`src/rtl/instruction_fetch_unit_if.sv`:
```
// Fetch-unit bus bundle: program load, start/done handshake with the
// processor, and the issued word (DIN/Run/PC) plus Busy/Error status.
interface instruction_fetch_unit_if;
  logic       Load_en;
  logic [4:0] Load_addr;
  logic [8:0] Load_data;
  logic [5:0] Prog_len;
  logic       Start;
  logic       Done;
  logic [8:0] DIN;
  logic       Run;
  logic [4:0] PC;
  logic       Busy;
  logic       Error;

  modport master (
    output Load_en, Load_addr, Load_data,
    output Prog_len, Start, Done,
    input  DIN, Run, PC, Busy, Error
  );

  modport slave (
    input  Load_en, Load_addr, Load_data,
    input  Prog_len, Start, Done,
    output DIN, Run, PC, Busy, Error
  );
endinterface

```
`src/rtl/instruction_fetch_unit.sv`:
```
// Instruction fetch unit: 32x9 program memory, issues words to a processor
// and waits for Done; two-word mvi fetches its immediate from PC+1.
// Ports: Clock, Reset (sync, active-high), bus (slave modport):
//   in  Load_en/Load_addr/Load_data, Prog_len, Start, Done
//   out DIN, Run, PC, Busy, Error
// Optional watchdog: define IFU_TIMEOUT_EN.
module instruction_fetch_unit #(
  parameter logic [2:0] MVI_OPCODE     = 3'b001,
  parameter int         TIMEOUT_CYCLES = 16
) (
  input logic                       Clock,
  input logic                       Reset,
  instruction_fetch_unit_if.slave   bus
);

  typedef enum logic [1:0] {
    S_IDLE,
    S_ISSUE,
    S_IMM,
    S_WAIT
  } state_t;

  state_t     state_q;
  logic [8:0] mem_q [32];
  logic [4:0] pc_q;
  logic [5:0] words_q;
  logic [5:0] len_q;
  logic [8:0] din_q;
  logic       run_q;
  logic       busy_q;

  logic [1:0] adv;
  logic [4:0] pc_inc;
  logic [4:0] pc_d;
  logic [5:0] words_d;
  logic       is_mvi;

  // An mvi retires two words (opcode + immediate), everything else one.
  assign adv     = (state_q == S_IMM) ? 2'd2 : 2'd1;
  assign pc_inc  = pc_q + 5'd1;
  assign pc_d    = pc_q + {3'b000, adv};
  assign words_d = words_q + {4'b0000, adv};
  assign is_mvi  = (mem_q[pc_q][8:6] == MVI_OPCODE);

  // Memory is not reset; loads only land while idle.
  always_ff @(posedge Clock) begin
    if (!Reset && bus.Load_en && state_q == S_IDLE)
      mem_q[bus.Load_addr] <= bus.Load_data;
  end

`ifdef IFU_TIMEOUT_EN
  localparam int CW = $clog2(TIMEOUT_CYCLES + 1);
  logic [CW-1:0] cnt_q;
  logic          err_q;
`endif

  always_ff @(posedge Clock) begin
    if (Reset) begin
      state_q <= S_IDLE;
      pc_q    <= '0;
      words_q <= '0;
      len_q   <= '0;
      din_q   <= '0;
      run_q   <= 1'b0;
      busy_q  <= 1'b0;
`ifdef IFU_TIMEOUT_EN
      cnt_q   <= '0;
      err_q   <= 1'b0;
`endif
    end else begin
      unique case (state_q)
        S_IDLE: begin
          if (bus.Start && bus.Prog_len != 6'd0) begin
            len_q   <= bus.Prog_len;
            pc_q    <= '0;
            words_q <= '0;
            din_q   <= mem_q[0];
            run_q   <= 1'b1;
            busy_q  <= 1'b1;
            state_q <= S_ISSUE;
`ifdef IFU_TIMEOUT_EN
            err_q   <= 1'b0;
`endif
          end
        end
        S_ISSUE: begin
`ifdef IFU_TIMEOUT_EN
          cnt_q <= '0;
`endif
          if (is_mvi) begin
            din_q   <= mem_q[pc_inc];
            state_q <= S_IMM;
          end else begin
            state_q <= S_WAIT;
          end
        end
        S_IMM, S_WAIT: begin
          if (bus.Done) begin
            pc_q    <= pc_d;
            words_q <= words_d;
            // A trailing mvi may overshoot Prog_len by one word.
            if (words_d >= len_q) begin
              din_q   <= '0;
              run_q   <= 1'b0;
              busy_q  <= 1'b0;
              state_q <= S_IDLE;
            end else begin
              din_q   <= mem_q[pc_d];
              state_q <= S_ISSUE;
            end
          end
`ifdef IFU_TIMEOUT_EN
          else if (cnt_q == CW'(TIMEOUT_CYCLES - 1)) begin
            err_q   <= 1'b1;
            din_q   <= '0;
            run_q   <= 1'b0;
            busy_q  <= 1'b0;
            state_q <= S_IDLE;
          end else begin
            cnt_q <= cnt_q + 1'b1;
          end
`endif
        end
        default: state_q <= S_IDLE;
      endcase
    end
  end

  assign bus.DIN  = din_q;
  assign bus.Run  = run_q;
  assign bus.PC   = pc_q;
  assign bus.Busy = busy_q;
`ifdef IFU_TIMEOUT_EN
  assign bus.Error = err_q;
`else
  assign bus.Error = 1'b0;
`endif

endmodule

```
`src/flat_wrapper.sv`:
```
// flat-port wrapper written by rule: the top's interface ports become plain ports
module instruction_fetch_unit_flat 
#(
  parameter logic [2:0] MVI_OPCODE     = 3'b001,
  parameter int         TIMEOUT_CYCLES = 16
)
  (Clock, Reset, bus_Load_en, bus_Load_addr, bus_Load_data, bus_Prog_len, bus_Start, bus_Done, bus_DIN, bus_Run, bus_PC, bus_Busy, bus_Error);
  instruction_fetch_unit_if bus_i ();
  input logic Clock;
  input logic Reset;
  input wire logic [$bits(bus_i.Load_en)-1:0] bus_Load_en;
  input wire logic [$bits(bus_i.Load_addr)-1:0] bus_Load_addr;
  input wire logic [$bits(bus_i.Load_data)-1:0] bus_Load_data;
  input wire logic [$bits(bus_i.Prog_len)-1:0] bus_Prog_len;
  input wire logic [$bits(bus_i.Start)-1:0] bus_Start;
  input wire logic [$bits(bus_i.Done)-1:0] bus_Done;
  output wire logic [$bits(bus_i.DIN)-1:0] bus_DIN;
  output wire logic [$bits(bus_i.Run)-1:0] bus_Run;
  output wire logic [$bits(bus_i.PC)-1:0] bus_PC;
  output wire logic [$bits(bus_i.Busy)-1:0] bus_Busy;
  output wire logic [$bits(bus_i.Error)-1:0] bus_Error;
  assign bus_i.Load_en = bus_Load_en;
  assign bus_i.Load_addr = bus_Load_addr;
  assign bus_i.Load_data = bus_Load_data;
  assign bus_i.Prog_len = bus_Prog_len;
  assign bus_i.Start = bus_Start;
  assign bus_i.Done = bus_Done;
  assign bus_DIN = bus_i.DIN;
  assign bus_Run = bus_i.Run;
  assign bus_PC = bus_i.PC;
  assign bus_Busy = bus_i.Busy;
  assign bus_Error = bus_i.Error;
  instruction_fetch_unit #(.MVI_OPCODE(MVI_OPCODE), .TIMEOUT_CYCLES(TIMEOUT_CYCLES)) u_core (.Clock(Clock), .Reset(Reset), .bus(bus_i));
endmodule
```
`config.mk`:
```
export PLATFORM = sky130hd
export DESIGN_NAME = instruction_fetch_unit_flat
export DESIGN_NICKNAME = d
export VERILOG_FILES = /design/src/rtl/instruction_fetch_unit_if.sv /design/src/rtl/instruction_fetch_unit.sv /design/src/flat_wrapper.sv
export SDC_FILE = /design/constraint.sdc
export NUM_CORES = 1
export LEC_CHECK = 0
export ABC_AREA = 1
export CELL_PAD_IN_SITES_DETAIL_PLACEMENT = 1
export CELL_PAD_IN_SITES_GLOBAL_PLACEMENT = 1
export CORE_ASPECT_RATIO = 2
export CORE_MARGIN = 2
export CORE_UTILIZATION = 52
export CTS_BUF_LIST = sky130_fd_sc_hd__clkbuf_8 sky130_fd_sc_hd__clkbuf_16
export CTS_CLUSTER_SIZE = 28
export DETAILED_ROUTE_END_ITERATION = 10
export PLACE_DENSITY_LB_ADDON = 0.1
export SYNTH_ARGS = -nofsm -noshare
export SYNTH_HDL_FRONTEND = slang
export SYNTH_SLANG_ARGS = --single-unit
```
`constraint.sdc`:
```
create_clock -name Clock -period 6.9 [get_ports Clock]
set_input_delay 1.725 -clock Clock [delete_from_list [all_inputs] [get_ports Clock]]
set_output_delay 1.725 -clock Clock [all_outputs]
set_load 0.03 [all_outputs]
```
[Word-level counts from Yosys, hierarchy flattened]
Memory sizes are Yosys's and may differ from the RTL's. A register that Yosys moved wholly into a read port is not among the register bits.
Cells that the tools add are included.
Operators by class
  add/subtract/negate cells: 3
  $lt $le $gt $ge: 1
  equal/unequal tests: 8
  mux-type cells: 25
  reduce and logical (&&, ||, !) cells: 13
Operators by type and width (number)
  $mux 9: 4
  $pmux 9 s3: 1
  $mux 5: 4
  $mux 6: 2
  $pmux 6 s2: 1
  $pmux 5 s2: 1
  $mux 1: 7
  $add 6x2->6: 1
  $ge 6x6->1: 1
  $mux 2: 3
  $pmux 2 s3: 1
  $reduce_and 3->1: 2
  $reduce_bool 6->1: 1
  $add 5x1->5 const B: 1
  $add 5x2->5: 1
  $eq 2x2->1 const B: 2
  $ne 2x1->1 const B: 2
  $ne 2x2->1 const B: 2
  $reduce_and 2->1: 2
  $reduce_and 4->1: 1
  $eq 3x1->1 const B: 1
  $logic_and 1x1->1: 3
  $eq 2x1->1 const B: 1
  $logic_not 2->1: 1
  other kinds (4): 4
Word-level totals
  register bits after elaboration: 29
  RAM bits: 288
  output and inout port bits: 17
  logic and storage cells: 57
  memories: 1
Memories
  u_core.mem_q: words 32, bits a word 9, rd ports 4, clocked after Yosys merged registers in 1, wr ports 1, line instruction_fetch_unit.sv:24  | logic [8:0] mem_q [32];

[Longest topological paths before layout]
Gate-level depths: netlist (run 1).
  depth in word-level cells: 7
  mapped depth: 22
  depth with buffers taken out: 20

[Worst setup path before layout (run 1)]
No wires, ideal clock.
  path type: input -> register
  start: in Reset
  end: mem u_core.mem_q[0][0] (enable)
  setup time: 374 ps
  arrival time: 2735 ps
  data required time: 6526 ps
  slack: 3790 ps
  stages on the path: 5
  path buffers: 0
  cell sequence: inv_1 > nand2_1 > nor2_1 > nand3_1 > nor2_1
On the way
  cells in the longest elaborated chain, start to end: 5
RTL lines
  from (decl): line flat_wrapper.sv:10  | input logic Reset;
  $logic_not 1->1: line instruction_fetch_unit.sv:47  | if (!Reset && bus.Load_en && state_q == S_IDLE)
  $logic_and 1x1->1 (2 in a row): line instruction_fetch_unit.sv:47
  $mux 1: line instruction_fetch_unit.sv:47
  $mux 1 (implied by the code): line instruction_fetch_unit.sv:48  | mem_q[bus.Load_addr] <= bus.Load_data;
  to (decl): line instruction_fetch_unit.sv:24
No other way between the ends.

[Worst setup path after layout (run 1)]
  start: in Reset
  end: mem u_core.mem_q[8][3] (enable)
Same word-level chain as after synthesis.

==> results of run 1 <==
[flip-flops by register name, indices dropped and copies added (netlist names), named ones only]
name / flops
u_core.mem_q: 288
u_core.bus.DIN: 9
u_core.len_q: 6
u_core.words_q: 6
u_core.bus.PC: 5
u_core.state_q: 2
u_core.bus.Run: 1
[cell usage after synthesis (18+ instances only)]
cell and number:
inv_1 170, buf_4 18, nand2_1 501, nor2_1 170, dfxtp_1 34, clkbuf_1 41, a21oi_1 152, o211ai_1 84
nand3_1 223, buf_2 51, edfxtp_1 288, o21ai_0 184
[logic make-up after synthesis]
kind of cell | count (synthesis) | share of synthesized area [%]
and+or+nand+nor | 925 | 22.5
AOI/OAI and AO/OA | 438 | 14.0
DFF | 322 | 54.0
buffers and inverters | 310 | 8.07
adders and majority gates | 11 | 0.797
xor gates and xnor gates | 8 | 0.645
other | 1 | 0.0217
[worst min-delay path by stage]
stage,end,slack (ns),cells past startpoint
after global routing,u_core.len_q[2],0.51,2
after CTS,u_core.len_q[5],0.47,2
after floorplan,u_core.len_q[1],0.43,2
final,u_core.len_q[5],0.47,2
after detailed placement,u_core.len_q[3],0.45,2
after global placement,u_core.len_q[5],0.45,2
[per-layer routing]
layer	vias up	part of all wire, %
met5	-	0
met4	0	8.6
met3	236	5.3
met2	606	51
met1	7467	35
li1	6766	-
[where the power goes]
| group | internal (mW) | switching, mW |
|---|---|---|
| sequential | 2.16 | 0.0354 |
| combinational | 0.348 | 0.941 |
| clock | 0.914 | 0.733 |
[metrics by stage]
step / cells / setup slack (ns)
after floorplan: 2015 / 3.79
after global placement: 2379 / 1.48
after detailed placement: 2379 / 1.41
after CTS: 2431 / 1.95
after global routing: 2431 / 1.72
final: 2431 / 1.93
[layout by cell type, fill, tap and decap left out, types with 4 or more instances in the layout]
master           instances
inv_2                   11
clkdlybuf4s50_1         35
dfxtp_1                 33
nand2_2                  6
nand4_1                  4
inv_1                  173
o21ai_0                184
nand3_1                223
clkinv_1                 6
o211ai_1                84
nor2_1                 170
buf_2                    5
nor2_2                   7
bufinv_16                4
clkinv_2                 5
a21oi_1                152
clkinvlp_4               5
edfxtp_1               288
nand2_4                  4
clkbuf_16               29
nand3_2                 10
nand2_1                501
o21ai_1                 14
buf_4                   18
ha_1                     8
[final cells by class]
cell class                 instances  share of cell area (%)
inverter                         184                    3.73
clock inverter                    23                    1.21
tap                              432                    2.90
sequential                       322                    50.1
timing repair buffer              58                    2.74
clock buffer                      29                    3.90
multi-input combinational       1383                    35.4
[tightest hold or removal path, stage by stage, from the launching register on]
cell and delay, ns:
dfxtp_1 0.30, inv_1 0.07, a21oi_1 0.06
==> results.txt, run 1 <==
Chip width = 133 µm
Fillers = 3833
Design Area, Final = 0.0186 mm²
Post-synth cell types = 33
Flop2flop setup slack = 2.82 ns
Vias in the first global route = 15.7k
Via count = 15.1k
Antenna diodes = 0
I/O Buffers = 40
Worst-path maximum fanout = 16
Syn nets = 2051
Final setup violation count = 0
H-tree levels = 1
Largest net degree at the start of global routing = 96
Area growth syn-to-layout = 7.78%
Crit path DAT = 5.18 ns
#FFs+latches synth = 322
Delay-heaviest family, CP = simple AND/OR/NAND/NOR gates
Skew-Pair Late Insertion Delay = 0.59 ns
Post-synth top area share = 50.1%
Initial antenna violation count = 0
Synth top area cells = edfxtp_1 50%, nand2_1 11%, nand3_1 6.5%
Placed Area = 0.0177 mm²
Slew at the pin with the worst max-slew slack = 0.981 ns
Clock sinks = 322
Post-synth top area cell = edfxtp_1
Worst-path clk slew = 0.07 ns
DRT iter0 DRCs = 1384
Placement Rows = 94
GR Layer Usage met3 = 4.40%
Grt met1 use = 39.7%
Cts hold-fix bufs = 0
Clk_skew = 0.0189 ns
Total CTS buffers = 28
Final wirelength = 63700 µm
Power Density = 275 mW/mm²
Status = completed
# DRC = 0
Crit-path cells = clkdlybuf4s50_1 > inv_1 > nand2_1 > nor2_1 > nand3_1 > nor2_1
Drt wl/cell = 26.2 µm
Drt via density = 6.20
Antenna Violating Nets Remaining = 0
Initial Util = 52.7%
Period minus WS final = 4.97 ns
Setup TNS = 0 ns
Sequential Area = 0.00933 mm²
Dpl hpwl = 41700 µm
GRT met2 Usage = 65.8%
Total grt overflow = 0
Worst Path Buf+Inv = 2
Total design power = 5.13 mW
Max_cap viols = 0
Global-route wire length before repair = 94300 µm
Sequential area share after synthesis = 54.0%
Main synth FF type = edfxtp_1
First element of the critical path = Reset
Slowest stage cell, crit path = nor2_1
Resized cells post-CTS = 0
Slew margin rel. = 34.4%
Worst flop-to-flop path startpoint = u_core.bus.PC[0]
Critical Path RT = 7.10 ns
Netlist Area Pre-Place = 0.0173 mm²
First drt pass iteration count = 7
Core Footprint = 0.0328 mm²
Critical Path Max Stage Delay = 1.02 ns
Final Max Slew Viols = 0
Crit path top cell by count = nor2_1
Clock buffer depth = 3
Io pins = 42
Core Util, Final = 56.7%
Maximum VDD drop = 235 µV
Layout cell share with drive strength beyond 1 = 5.75%
Reg2reg end = u_core.bus.DIN[2]
Hold Path Class = reg2reg
Period utilisation layout = 72.1%
Placer Congestion = 0.983
Post-Syn Area per Cell = 8.57 µm²
Most Crowded Layer GR = met2
FMAX = 201 MHz
CP Class = in2reg
Die height = 262 µm
Multi-input logic area = 0.00659 mm²
Final hold vios = 0
Nets@finish = 2013
Number of flops mapped to enable cells by yosys = 288
Synth Warn # = 0
GRT Resource Usage Total = 36.7%
FFs w/ async S/R, synth = 0%
Number of setup buffers added after CTS = 0
Reg2reg path depth = 13
Mapped Cells = 2015
Startpoint types = primary input
Die area = 0.0348 mm²
Min Hold Slack = 0.471 ns
Cell count along the critical path = 6
Unrepaired setup endpoints after global routing = no
Root buf cell = clkbuf_16
HP Start = u_core.len_q[5]
CTS tree = yes
Leakage = 7.08 nW
Worst setup path endpoint = u_core.mem_q[8][3]
Crit path capture type = register
Note: power is estimated with default switching activity, not from simulation.
==> run 2, diff against run 1 <==
--- a/config.mk
+++ b/config.mk
@@ -10,7 +10,7 @@
 export CELL_PAD_IN_SITES_GLOBAL_PLACEMENT = 1
 export CORE_ASPECT_RATIO = 2
 export CORE_MARGIN = 2
-export CORE_UTILIZATION = 52
+export CORE_UTILIZATION = 44
 export CTS_BUF_LIST = sky130_fd_sc_hd__clkbuf_8 sky130_fd_sc_hd__clkbuf_16
 export CTS_CLUSTER_SIZE = 28
 export DETAILED_ROUTE_END_ITERATION = 10
==> constraint.sdc (replaced) <==
create_clock -name Clock -period 4.5 [get_ports Clock]
set_input_delay 1.125 -clock Clock [delete_from_list [all_inputs] [get_ports Clock]]
set_output_delay 1.125 -clock Clock [all_outputs]
set_load 0.03 [all_outputs]
==> run 2 against run 1 <==
  * Utilization is 7.1 points lower
  * Via count is 1.2% higher
  * Design area is 3.2% higher
  * Clock skew is 0.0074 ns higher
  * Non-clock buffer count is 45 higher
  * Final cell count is 5.6% higher
  * Critical path depth is 4 lower
  * Combinational power is 61% higher
  * Power is 58% higher
  * Critical endpoint is now bus_PC[0]
  * Largest cell class unchanged
  * Highest routed layer unchanged
==> results.txt, run 2 (synthesis gave the netlist of run 1 again) <==
Nets@finish = 2060
Maximum VDD drop = 323 µV
Clock buffer depth = 3
Crit path DAT = 2.23 ns
Worst Path Buf+Inv = 2
Die height = 284 µm
Via count = 15.3k
Delay-heaviest family, CP = buffers and inverters
Total design power = 8.12 mW
Chip width = 144 µm
Crit path capture type = output pin
GRT met2 Usage = 59.6%
Hold Path Class = reg2reg
FMAX = 298 MHz
Max_cap viols = 0
CTS tree = yes
Resized cells post-CTS = 0
Cell Count, Final, Fillers Out = 2568
Skew-Pair Late Insertion Delay = 0.59 ns
Vias in the first global route = 16.2k
Root buf cell = clkbuf_16
Worst-path clk slew = 0.07 ns
Cts hold-fix bufs = 0
Die area = 0.0410 mm²
Drt wl/cell = 26.8 µm
Initial Util = 44.7%
DRT iter0 DRCs = 1097
Min Hold Slack = 0.467 ns
Period minus WS final = 3.36 ns
CP Class = reg2out
Final Max Slew Viols = 0
Most common cell after layout, fill and taps aside = nand2_1
Setup TNS = 0 ns
Initial antenna violation count = 0
Layout cell share with drive strength beyond 1 = 7.96%
Final wirelength = 68900 µm
Critical Path Max Stage Delay = 0.82 ns
Startpoint types = register
Final setup margin = 1.14 ns
Placed insts = 2512
Slew margin rel. = 33.6%
Clock sinks = 322
Clk_skew = 0.0262 ns
GR Layer Usage met3 = 2.98%
Antenna Violating Nets Remaining = 0
Most Crowded Layer GR = met2
Largest Register = u_core.mem_q
Global-route wire length before repair = 101000 µm
GRT Resource Usage Total = 33.8%
Area growth syn-to-layout = 11.2%
Most frequent cells in the layout = 501 x nand2_1, 288 x edfxtp_1, 223 x nand3_1
Leakage = 7.38 nW
Core Footprint = 0.0387 mm²
Max FFs per register = 288
Drt via density = 5.94
I/O Buffers = 40
Antenna diodes = 0
Number of setup buffers added after CTS = 0
Io pins = 42
Status = completed
Unrepaired setup endpoints after global routing = no
Placement Rows = 102
Placement Setup Slack = 0.904 ns
Crit-path cells = buf_4 > clkdlybuf4s50_1
Grt met1 use = 36.7%
Total CTS buffers = 30
Fillers = 4596
First drt pass iteration count = 5
Final setup violation count = 0
Slew at the pin with the worst max-slew slack = 0.996 ns
H-tree levels = 1
Total grt overflow = 0
# DRC = 0
Period utilisation layout = 74.6%
Sequential Area = 0.00933 mm²
Power Density = 423 mW/mm²
Placer Congestion = 0.901
Slowest stage cell, crit path = clkdlybuf4s50_1
Worst-path maximum fanout = 45
Dpl hpwl = 46000 µm
Multi-input logic area = 0.00659 mm²
Largest net degree at the start of global routing = 172
Final hold vios = 0
Critical Path RT = 3.38 ns
## run 2: worst register-to-register path, cell delays in order (launching register included)
cell	delay (ns)
dfxtp_4	0.40
buf_4	0.43
clkinv_2	0.65
buf_4	0.50
o21ai_0	0.25
nand3_1	0.10
nand3_1	0.21
nand3_1	0.19
nand3_1	0.16
nand3_1	0.19
nor2_1	0.15
nor2_1	0.05
## run 2: metrics by stage
stage	utilization [%]	instance area (µm²)
after floorplan	-	17300
after global placement	47.1	18200
after detailed placement	47.1	18200
after CTS	49.7	19200
after global routing	49.7	19200
final	49.7	19200
## run 2: path summary, 6_finish.rpt
path	start	end	slack [ns]	cells after the start
hold / removal	u_core.len_q[1]	u_core.len_q[1]	0.47	2
hold reg to reg	u_core.len_q[1]	u_core.len_q[1]	0.47	2
setup / recovery	u_core.bus.PC[0]	bus_PC[0]	1.14	2
setup reg to reg	u_core.bus.PC[0]	u_core.bus.DIN[3]	1.15	11
## run 2: cell type report
type / instances / share of cell area (%)
Multi-Input combinational cell: 1383 / 34.3
Tap cell: 520 / 3.39
Clock inverter: 25 / 1.21
Clock buffer: 31 / 4.04
Timing Repair Buffer: 103 / 4.85
Inverter: 184 / 3.62
Sequential cell: 322 / 48.6
## run 2: report_power, final
group | leakage [nW] | switching (mW) | internal (mW)
Sequential | 2.87 | 0.0407 | 3.31
Combinational | 4.01 | 1.50 | 0.585
Clock | 0.494 | 1.21 | 1.48
## run 2: per-layer routing
layer / up-vias / wire, µm
met5: - / 0
met4: 0 / 6500
met3: 250 / 2860
met2: 569 / 35500
met1: 7566 / 24000
li1: 6876 / -
